### config.mk
export PLATFORM = sky130hd
export DESIGN_NAME = trans_flow_ctrl
export DESIGN_NICKNAME = d
export VERILOG_FILES = /design/src/rtl/trans_pkg.sv /design/src/rtl/trans_thresh_cmp.sv /design/src/rtl/trans_flow_ctrl.sv
export SDC_FILE = /design/constraint.sdc
export NUM_CORES = 1
export LEC_CHECK = 0
export CAP_MARGIN = 20
export CORE_MARGIN = 4
export CORE_UTILIZATION = 49
export CTS_CLUSTER_DIAMETER = 150
export CTS_CLUSTER_SIZE = 25
export DETAILED_ROUTE_END_ITERATION = 8
export PLACE_DENSITY = 0.81
export SLEW_MARGIN = 40
export SYNTH_ARGS = -nofsm -noshare
export SYNTH_HDL_FRONTEND = slang
export SYNTH_HIERARCHICAL = 1
export SYNTH_SLANG_ARGS = --single-unit
### constraint.sdc
create_clock -name clk -period 2.5 [get_ports clk]
set_input_delay 0.625 -clock clk [delete_from_list [all_inputs] [get_ports clk]]
set_output_delay 0.625 -clock clk [all_outputs]
set_load 0.1 [all_outputs]
### src/rtl/trans_pkg.sv
// Shared definitions for the transaction-layer flow controller: FSM encoding,
// threshold nibble layout and the state-to-status decode.
package trans_pkg;

   typedef enum logic [2:0] {
      ST_RESET  = 3'd0,
      ST_INIT   = 3'd1,
      ST_IDLE   = 3'd2,
      ST_ACTIVE = 3'd3,
      ST_ERROR  = 3'd4
   } state_t;

   // Each 8-bit threshold input packs {hi, lo} nibbles.
   localparam int THR_W  = 8;
   localparam int LO_LSB = 0;
   localparam int HI_LSB = 4;

   // Returns {error, active, idle}.
   function automatic logic [2:0] status_of(input state_t s);
      status_of = {s == ST_ERROR, s == ST_ACTIVE, s == ST_IDLE};
   endfunction

endpackage

### src/rtl/trans_thresh_cmp.sv
// Unsigned occupancy compare against latched almost-full / almost-empty levels.
module trans_thresh_cmp #(
   parameter int CNT_W = 4
) (
   input  logic [CNT_W-1:0] count,
   input  logic [CNT_W-1:0] lo,
   input  logic [CNT_W-1:0] hi,
   output logic             afull,
   output logic             aempty
);

   assign afull  = count >= hi;
   assign aempty = count <= lo;

endmodule

### src/rtl/trans_flow_ctrl.sv
// Drains the main FIFO into D0/D1 by destination bit, throttled by latched
// thresholds, with a sticky-error block FSM driving registered status.
module trans_flow_ctrl
   import trans_pkg::*;
#(
   parameter int DATA_W   = 6,
   parameter int CNT_W    = 4,
   parameter int DEST_BIT = 4
) (
   input  logic              clk,
   input  logic              reset,
   input  logic              init,
   input  logic [THR_W-1:0]  umf_in,
   input  logic [THR_W-1:0]  ud_in,
   input  logic [DATA_W-1:0] main_data,
   input  logic              main_empty,
   input  logic              main_full,
   input  logic              main_push,
   input  logic [CNT_W-1:0]  main_count,
   input  logic [CNT_W-1:0]  d0_count,
   input  logic [CNT_W-1:0]  d1_count,
   input  logic              d0_empty,
   input  logic              d1_empty,
   input  logic              pop_d0,
   input  logic              pop_d1,
   output logic              pop_main,
   output logic              push_d0,
   output logic              push_d1,
   output logic [DATA_W-1:0] data_out,
   output logic              main_afull,
   output logic              main_aempty,
   output logic              d0_afull,
   output logic              d1_afull,
   output logic              idle_out,
   output logic              active_out,
   output logic              error_out
);

   localparam int NUM_CMP = 3;  // 0: main, 1: D0, 2: D1

   state_t                         state;
   logic [THR_W-1:0]               umf_r, ud_r;
   logic                           in_flight;
   logic [NUM_CMP-1:0][CNT_W-1:0]  cmp_cnt, cmp_lo, cmp_hi;
   logic [NUM_CMP-1:0]             afull, aempty;
   logic                           dest_sel, dest_afull, err_cond, go_err;
   logic                           dest_aempty_unused;

   assign cmp_cnt = {d1_count, d0_count, main_count};
   assign cmp_lo  = {ud_r[LO_LSB +: CNT_W], ud_r[LO_LSB +: CNT_W], umf_r[LO_LSB +: CNT_W]};
   assign cmp_hi  = {ud_r[HI_LSB +: CNT_W], ud_r[HI_LSB +: CNT_W], umf_r[HI_LSB +: CNT_W]};

   for (genvar i = 0; i < NUM_CMP; i++) begin : g_cmp
      trans_thresh_cmp #(.CNT_W(CNT_W)) u_cmp (
         .count  (cmp_cnt[i]),
         .lo     (cmp_lo[i]),
         .hi     (cmp_hi[i]),
         .afull  (afull[i]),
         .aempty (aempty[i])
      );
   end

   assign main_afull  = afull[0];
   assign main_aempty = aempty[0];
   assign d0_afull    = afull[1];
   assign d1_afull    = afull[2];
   // Destination almost-empty levels are latched but have no consumer yet.
   assign dest_aempty_unused = aempty[1] | aempty[2];

   // Head-of-line: only the head word's destination gates the pop.
   assign dest_sel   = main_data[DEST_BIT];
   assign dest_afull = dest_sel ? d1_afull : d0_afull;
   assign pop_main   = (state == ST_ACTIVE) & !main_empty & !dest_afull;

   assign err_cond = (main_push & main_full) | (pop_d0 & d0_empty) | (pop_d1 & d1_empty);
   assign go_err   = (state != ST_RESET) & err_cond;

   always_ff @(posedge clk) begin
      if (reset) begin
         state      <= ST_RESET;
         umf_r      <= '0;
         ud_r       <= '0;
         data_out   <= '0;
         push_d0    <= 1'b0;
         push_d1    <= 1'b0;
         in_flight  <= 1'b0;
         idle_out   <= 1'b0;
         active_out <= 1'b0;
         error_out  <= 1'b0;
      end else begin
         push_d0   <= pop_main & !dest_sel;
         push_d1   <= pop_main &  dest_sel;
         in_flight <= pop_main;
         if (pop_main) data_out <= main_data;

         // Any init cycle that ends up in INIT reloads the thresholds.
         if (init && state != ST_ERROR && !go_err) begin
            umf_r <= umf_in;
            ud_r  <= ud_in;
         end

         if (go_err) begin
            state <= ST_ERROR;
            {error_out, active_out, idle_out} <= status_of(ST_ERROR);
         end else begin
            case (state)
               ST_RESET: if (init) begin
                  state <= ST_INIT;
                  {error_out, active_out, idle_out} <= status_of(ST_INIT);
               end
               ST_INIT: if (!init) begin
                  state <= ST_IDLE;
                  {error_out, active_out, idle_out} <= status_of(ST_IDLE);
               end
               ST_IDLE: if (init) begin
                  state <= ST_INIT;
                  {error_out, active_out, idle_out} <= status_of(ST_INIT);
               end else if (!main_empty) begin
                  state <= ST_ACTIVE;
                  {error_out, active_out, idle_out} <= status_of(ST_ACTIVE);
               end
               ST_ACTIVE: if (init) begin
                  state <= ST_INIT;
                  {error_out, active_out, idle_out} <= status_of(ST_INIT);
               end else if (main_empty && !in_flight && d0_empty && d1_empty) begin
                  state <= ST_IDLE;
                  {error_out, active_out, idle_out} <= status_of(ST_IDLE);
               end
               default: ;
            endcase
         end
      end
   end

endmodule

# Word level (Yosys, flattened, before mapping)
# Cells that the tools add are included.
[word_totals]
ff_bits = 31
wordCells = 78
[classes]
magnitude_cmp = 4
n_reduce_logical = 17
n_mux = 24
eq_ne = 12
n_bitwise = 10
[ops]
columns = ["operator", "n"]
rows = [
  ["2-to-1 mux 3 bit", 7],
  ["2-to-1 mux 1 bit", 13],
  ["greater-or-equal comparator 4 bit", 3],
  ["!= test 3 bit (second input constant)", 4],
  ["case mux 1 bit (4 select lines)", 3],
  ["case mux 3 bit (4 select lines)", 1],
  ["AND reduction 5 bit", 2],
  ["bitwise AND 1 bit", 8],
  ["== test 3 x 2 -> 1 bit (second input constant)", 2],
  ["logical AND 1 bit", 5],
  ["logical NOT 1 bit", 5],
  ["nonzero test 5 bit", 1],
  ["less-or-equal comparator 4 bit", 1],
  ["!= test 2 bit (second input constant)", 2],
  ["!= test 4 x 3 -> 1 bit (second input constant)", 1],
  ["!= test 4 bit (second input constant)", 1],
  ["nonzero test 4 bit", 1],
  ["== test 3 x 1 -> 1 bit (second input constant)", 1],
  ["logical NOT 3 bit", 1],
  ["!= test 3 x 2 -> 1 bit (second input constant)", 1],
  ["nonzero test 3 bit", 1],
  ["OR 1 bit", 2],
  ["OR reduction 2 bit", 1],
]

# Depth between registers and ports, before layout
[logic_depth]
ltp_word = 8
depth_mapped = 9
depth_no_buf = 9

# Modules after synthesis
# The synthesis kept the hierarchy.
[modules_own_cells]
columns = ["module", "area_per_inst_um2", "instances", "cells_per_inst"]
rows = [
  ["trans_flow_ctrl", 1726.7, 1, 206],
  ["trans_thresh_cmp", 182.7, 3, 27],
]

# Worst setup path before layout
# Ideal clock, no wire load.
[synth_path]
path_kind = "input-to-output"
start = "input port d1_count[0]"
end = "output port pop_main"
path_slack_ns = -1.454
arrival_time_ns = 3.329
cell_stages = 8
t_required_ns = 1.875
path_cell_list = "inv_1 -> ha_1 -> nand2b_1 -> a21oi_1 -> o21ai_1 -> mux2i_1 -> nand3_1 -> inv_2"
[synth_via]
elab_chain_cells = 4
[synth_lines]
columns = ["item", "line", "source"]
rows = [
  ["from (decl)", "trans_flow_ctrl.sv:21", "input logic [CNT_W-1:0] d1_count,"],
  ["greater-or-equal comparator 4 bit", "trans_thresh_cmp.sv:12", "assign afull = count >= hi;"],
  ["net d1_afull", "trans_flow_ctrl.sv:33", "output logic d1_afull,"],
  ["2-to-1 mux 1 bit", "trans_flow_ctrl.sv:72", "assign dest_afull = dest_sel ? d1_afull : d0_afull;"],
  ["logical NOT 1 bit", "trans_flow_ctrl.sv:73", "assign pop_main = (state == ST_ACTIVE) & !main_empty & !dest_afull;"],
  ["bitwise AND 1 bit", "trans_flow_ctrl.sv:73", ""],
  ["to (decl)", "trans_flow_ctrl.sv:26", "output logic pop_main,"],
]
# The timed path passes the listed nets, and every way through them passes these cells.

# Worst setup path after layout
[layout_path]
start = "input port d1_count[3]"
end = "output port pop_main"
[layout_via]
elab_chain_cells = 4
[layout_lines]
columns = ["item", "line"]
rows = [
  ["greater-or-equal comparator 4 bit", "trans_thresh_cmp.sv:12"],
  ["2-to-1 mux 1 bit", "trans_flow_ctrl.sv:72"],
  ["logical NOT 1 bit", "trans_flow_ctrl.sv:73"],
  ["bitwise AND 1 bit", "trans_flow_ctrl.sv:73"],
]
# No other way between the ends.

==> summary.md <==
| Metric | Value |
|---|---|
| Antenna diode count | 0 |
| Final WL | 4390 um |
| RSZ-0062 raised after global routing | yes |
| Die span in x | 69.4 um |
| Initial DRC count | 59 |
| Status | finished with violations |
| Max_cap viols | 0 |
| # IOs | 60 |
| Clock share of power | 0.232 |
| Fill cell count | 260 |
| TritonRoute pass-1 iters | 4 |
| Worst setup EP type | output pin |
| FF/Latch Area | 522 sq um |
| Clock sink count | 26 |
| Final worst-path cycle share | 1.01 |
| Seq pwr share | 0.320 |
| Net Sw Frac | 0.359 |
| Core area | 3660 sq um |
| Starting Density | 0.504 |
| Site row count | 22 |
| Share of cells above drive strength 1 | 0.297 |
| Leakage dissipation | 1.27 nW |
| Area of the mapped netlist | 1840 sq um |
| Hold_ws | 0.495 ns |
| Area taken by multi-input logic gates | 1410 sq um |
| Worst-margin pin slew | 0.766 ns |
| Max-slew violations | 0 |
| DRC Markers | 0 |
| Final hold vios | 0 |
| Root buf cell | clkbuf_8 |
| Final HPWL DP | 2990 um |
| Worst EP required | 1.88 ns |
| # setup viols final | 1 |
| Pwr per Cell Area | 536 nW/um^2 |
| Die H | 69.4 um |
| Reg2Reg Setup Slack | 0.42 ns |
| Layout Cells excl Fill | 331 |
| Clock-pin slew on the worst setup and hold paths | 0.09 ns |
| Max_slew headroom | 0.490 |
| Ys Warns | 6 |
| Tot GR Track Use | 0.186 |
| Mapped Cells | 227 |
| Initial antenna violation count | 0 |
| Wire per inst | 13.3 um |
| TritonCTS clock tree | yes |
| Routability cong. | 0.705 |
| Placed insts | 323 |
| Worst Skew | 0.00607 ns |
| Peak VDD IR | 0.402 mV |
| Layout Nets | 344 |
| Clk_lat worst skew | 0.28 ns |
| Crit path max fanout | 2 |
| Min cycle time layout | 2.52 ns |
| CP Class | in2out |
| Startpoint types | input pin |
| Fmax | 0.398 GHz |
| H-tree levels | 1 |
| Vias | 1713 |
| Syn Area/Cell | 8.12 sq um |
| Failing checks | negative setup slack |
| Buffers on Ports | 55 |
| Worst Path Arrival | 1.89 ns |
| Remaining global-route overflow | 0 |
| Largest net degree at the start of global routing | 42 |
| Area Overhead vs Synth | 53.3% |
| TritonCTS buffer count | 3 |
| Hold WC Path Type | reg2reg |
| First-pass GRT wire length | 7560 um |
| Combinational power share | 0.448 |
| Syn_nets | 287 |
| Die area | 4810 sq um |
| Vias per inst | 5.18 |
| Clock buffer depth | 2 |
| Switching pwr | 0.000545 W |
| Util after Layout | 0.772 |
| Total internal power | 0.000971 W |
| Worst setup margin | -0.0155 ns |
| Number of global-route vias before repair | 1663 |
| ANT nets after route | 0 |
==> power by group through the flow <==
| stage | logic [W] | clock network [W] | registers [W] |
|---|---|---|---|
| final | 0.000679 | 0.000352 | 0.000486 |
| after global routing | 0.000726 | 0.000369 | 0.000492 |
| after CTS | 0.000662 | 0.000357 | 0.000482 |
| after detailed placement | 0.000568 | 0 | 0.000491 |
| after global placement | 0.000556 | 0 | 0.000489 |
| after floorplan | 0.000378 | 0 | 0.000500 |
==> state kept, by name, indices dropped and copies added, names as in the netlist <==
register    flops
idle_out        1
push_d1         1
ud_r            4
umf_r           8
push_d0         1
state           2
in_flight       1
error_out       1
data_out        6
active_out      1
==> path summary, 6_finish.rpt <==
path	startpoint	end	depth (start not counted)
worst max-delay path	d1_count[3]	pop_main	8
worst min register to register	active_out	active_out	2
worst max register to register	ud_r[4]	data_out[4]	11
worst min-delay path	active_out	active_out	2
==> layout by cell type (no fill, tap or decap), types with 2 or more instances in the layout <==
master           count
nand2b_4             3
nor2_1              20
nor3_1               2
inv_1               14
o21ai_4              4
buf_6                3
o21bai_1             2
dlygate4sd2_1        6
nor3b_2             10
clkbuf_8             3
dfxtp_1             25
a211oi_1             2
a21oi_1             17
mux2i_1             19
clkdlybuf4s50_1     26
nand2_2              3
nor2b_1              2
inv_2                4
buf_4               24
nor3b_1             14
nand2_1             27
buf_12               5
ha_1                 5
dlymetal6s2s_1       3
nand2b_1             2
a21oi_4              5
o21ai_0              4
ha_4                10
==> worst max-delay path: stages <==
cell and delay [ns]:
dlygate4sd2_1 0.26, ha_4 0.24, a21oi_4 0.16, o21ai_4 0.07, mux2i_1 0.17, nand3_2 0.13
clkinv_4 0.07, buf_12 0.16
==> layout make-up <==
type	count	area share
clock buffers	3	0.0146
clock inverters	1	0.0106
inverters	20	0.0292
multi-input cells	164	0.499
flip-flops and latches	26	0.185
well taps	48	0.0212
repair buffers	69	0.240
==> layer usage <==
metal / routed length (um) / vias up / global-route usage
met5: 0 / - / 0
met2: 2240 / 38 / 0.335
met4: 53 / 0 / 0.0521
li1: - / 883 / -
met3: 228 / 5 / 0.0391
met1: 1870 / 787 / 0.221
==> stage by stage <==
| stage | instance area, sq um | power (W) | TNS, ns | setup slack, ns |
|---|---|---|---|---|
| global placement | 2490 | 0.00105 | -2.94 | -0.557 |
| finish | 2830 | 0.00152 | -0.0155 | -0.0155 |
| detailed placement | 2490 | 0.00106 | -3.70 | -0.620 |
| floorplan | 1890 | 0.000878 | -0.404 | -0.404 |
| CTS | 2750 | 0.00150 | -0.0479 | -0.0443 |
| global route | 2830 | 0.00159 | -0.0759 | -0.0759 |
==> what timing repair did <==
action / CTS / global route
pin swaps: 22 / 7
endpoints found under the setup margin: 5 / 3
hold buffers: 0 / 0
setup buffers: 3 / 1
resized for setup: 44 / 13
Power figures use the tool's default switching activity.
==> edit, RTL diff (config.mk and constraints unchanged) <==
Set the package constant `HI_LSB` to 3 (it was 4).
--- a/src/rtl/trans_pkg.sv
+++ b/src/rtl/trans_pkg.sv
@@ -15,3 +15,3 @@
    localparam int LO_LSB = 0;
-   localparam int HI_LSB = 4;
+   localparam int HI_LSB = 3;
 
Behaviour: not the same (Yosys sat finds a counterexample within 4 cycles, from zero or initial values and one cycle with reset high).
==> edit against the unedited design <==
Routed wire length is 3.2% lower. Sequential cell count is 1 lower. Synthesized cell count is 28% lower. Final area is 19% lower. Largest cell class unchanged. The run still ends with setup timing left. Area after synthesis is 25% lower. Sequential power is 7.0% lower. Critical endpoint unchanged. Total power is 19% lower. Worst setup slack worse by 0.0069 ns. Worst hold slack better by 0.0047 ns.
==> edit: results (changes against the unedited design) <==
Outcome
  • Status: complete, but fails checks
  • Violations in the final reports: setup timing

STA
  • TNS Setup: -0.0224 ns (-0.00687 ns)
  • Relative slew slack: 63.8% (+15 points)
  • Count of final setup violators: 1 (unchanged)
  • Skew final: 0.00636 ns (+0.000289 ns)
  • Final worst slack: -0.0224 ns (-0.00687 ns)

Cells and area
  • Share of cells above drive strength 1: 29.3% (-0.35 points)
  • Non-clk buf share: 27.9% (+3.8 points)
  • Clock buf count: 4 (+1)
  • Fillers: 165 (-37%)
  • Buffers, non-clock: 64 (-7.2%)
  • Largest registers: umf_r (7), data_out (6), ud_r (4)
  • Area of the multi-input gates: 988 sq um (-30%)
  • Post-layout net count: 286 (-17%)
  • Clock-cell share of area: 1.15% (-1.4 points)
  • Multi-input combinational area share: 43.3% (-6.7 points)

Setup path
  • Critical R2R Launch: ud_r[5]
  • CP max stage delay: 0.32 ns (+0.06 ns)
  • Critical path's slowest cell: ha_2

Pwr
  • Internal Power: 0.741 mW (-24%)
  • Leakage: 0.943 nW (-26%)
  • Max VDD drop: 461 uV (+15%)

Placed design
  • Port-buffer cells: 54 (-1.8%)
  • GP Congestion: 0.757 (+7.5%)
  • DP Cell Count: 250 (-23%)

Global route
  • Largest net degree at the start of global routing: 14 (-67%)
  • Total track usage: 22.8% (+4.3 points)
  • First-pass GRT wire length: 6470 um (-15%)
  • Remaining Overflow, GRT: 0 (unchanged)

Logic synthesis
  • Cells after Synth: 164 (-28%)
  • Syn Nets: 224 (-22%)

Drt
  • DRT iter0 DRCs: 33 (-44%)
  • DR WL/cell: 16.6 um (+25%)
  • Vias/cell: 5.65 (+9.2%)

CTS
  • Clock slew at reported path FFs: 0.13 ns (+0.04 ns)
  • Clock Latency Late Sink: 0.32 ns (+0.04 ns)
  • Clk sink count: 25 (-3.8%)

Worst hold path
  • Min-Delay Startpoint: umf_r[6]

Floorplan
  • Die width: 61.2 um (-12%)
-- edit: worst paths after layout --
path,end,slack [ns],cells after the start
setup reg to reg,data_out[4],0.70,9
setup / recovery,pop_main,-0.02,8
hold reg to reg,umf_r[6],0.50,2
hold / removal,umf_r[6],0.50,2
-- edit: timing repair --
item	in CTS	in global routing
setup endpoints to repair	5	2
endpoints found under the hold margin	0	0
pin swaps	19	5
gates resized for setup	45	5
setup buffers	1	1
-- edit: power by group through the flow --
stage                     registers (mW)  clock network [mW]  logic [mW]
after floorplan                    0.495                   0       0.313
after global placement             0.456                   0       0.497
after detailed placement           0.459                   0       0.523
after CTS                          0.450               0.180       0.577
after global routing               0.455               0.197       0.631
final                              0.452               0.180       0.596
-- edit: per-layer routing --
layer	share of wire, %	global-route usage [%]	wire [um]
met1	39	25.4	1640
met3	7.6	4.19	322
met4	2.7	8.98	115
met5	0	0	0
met2	51	42.4	2170
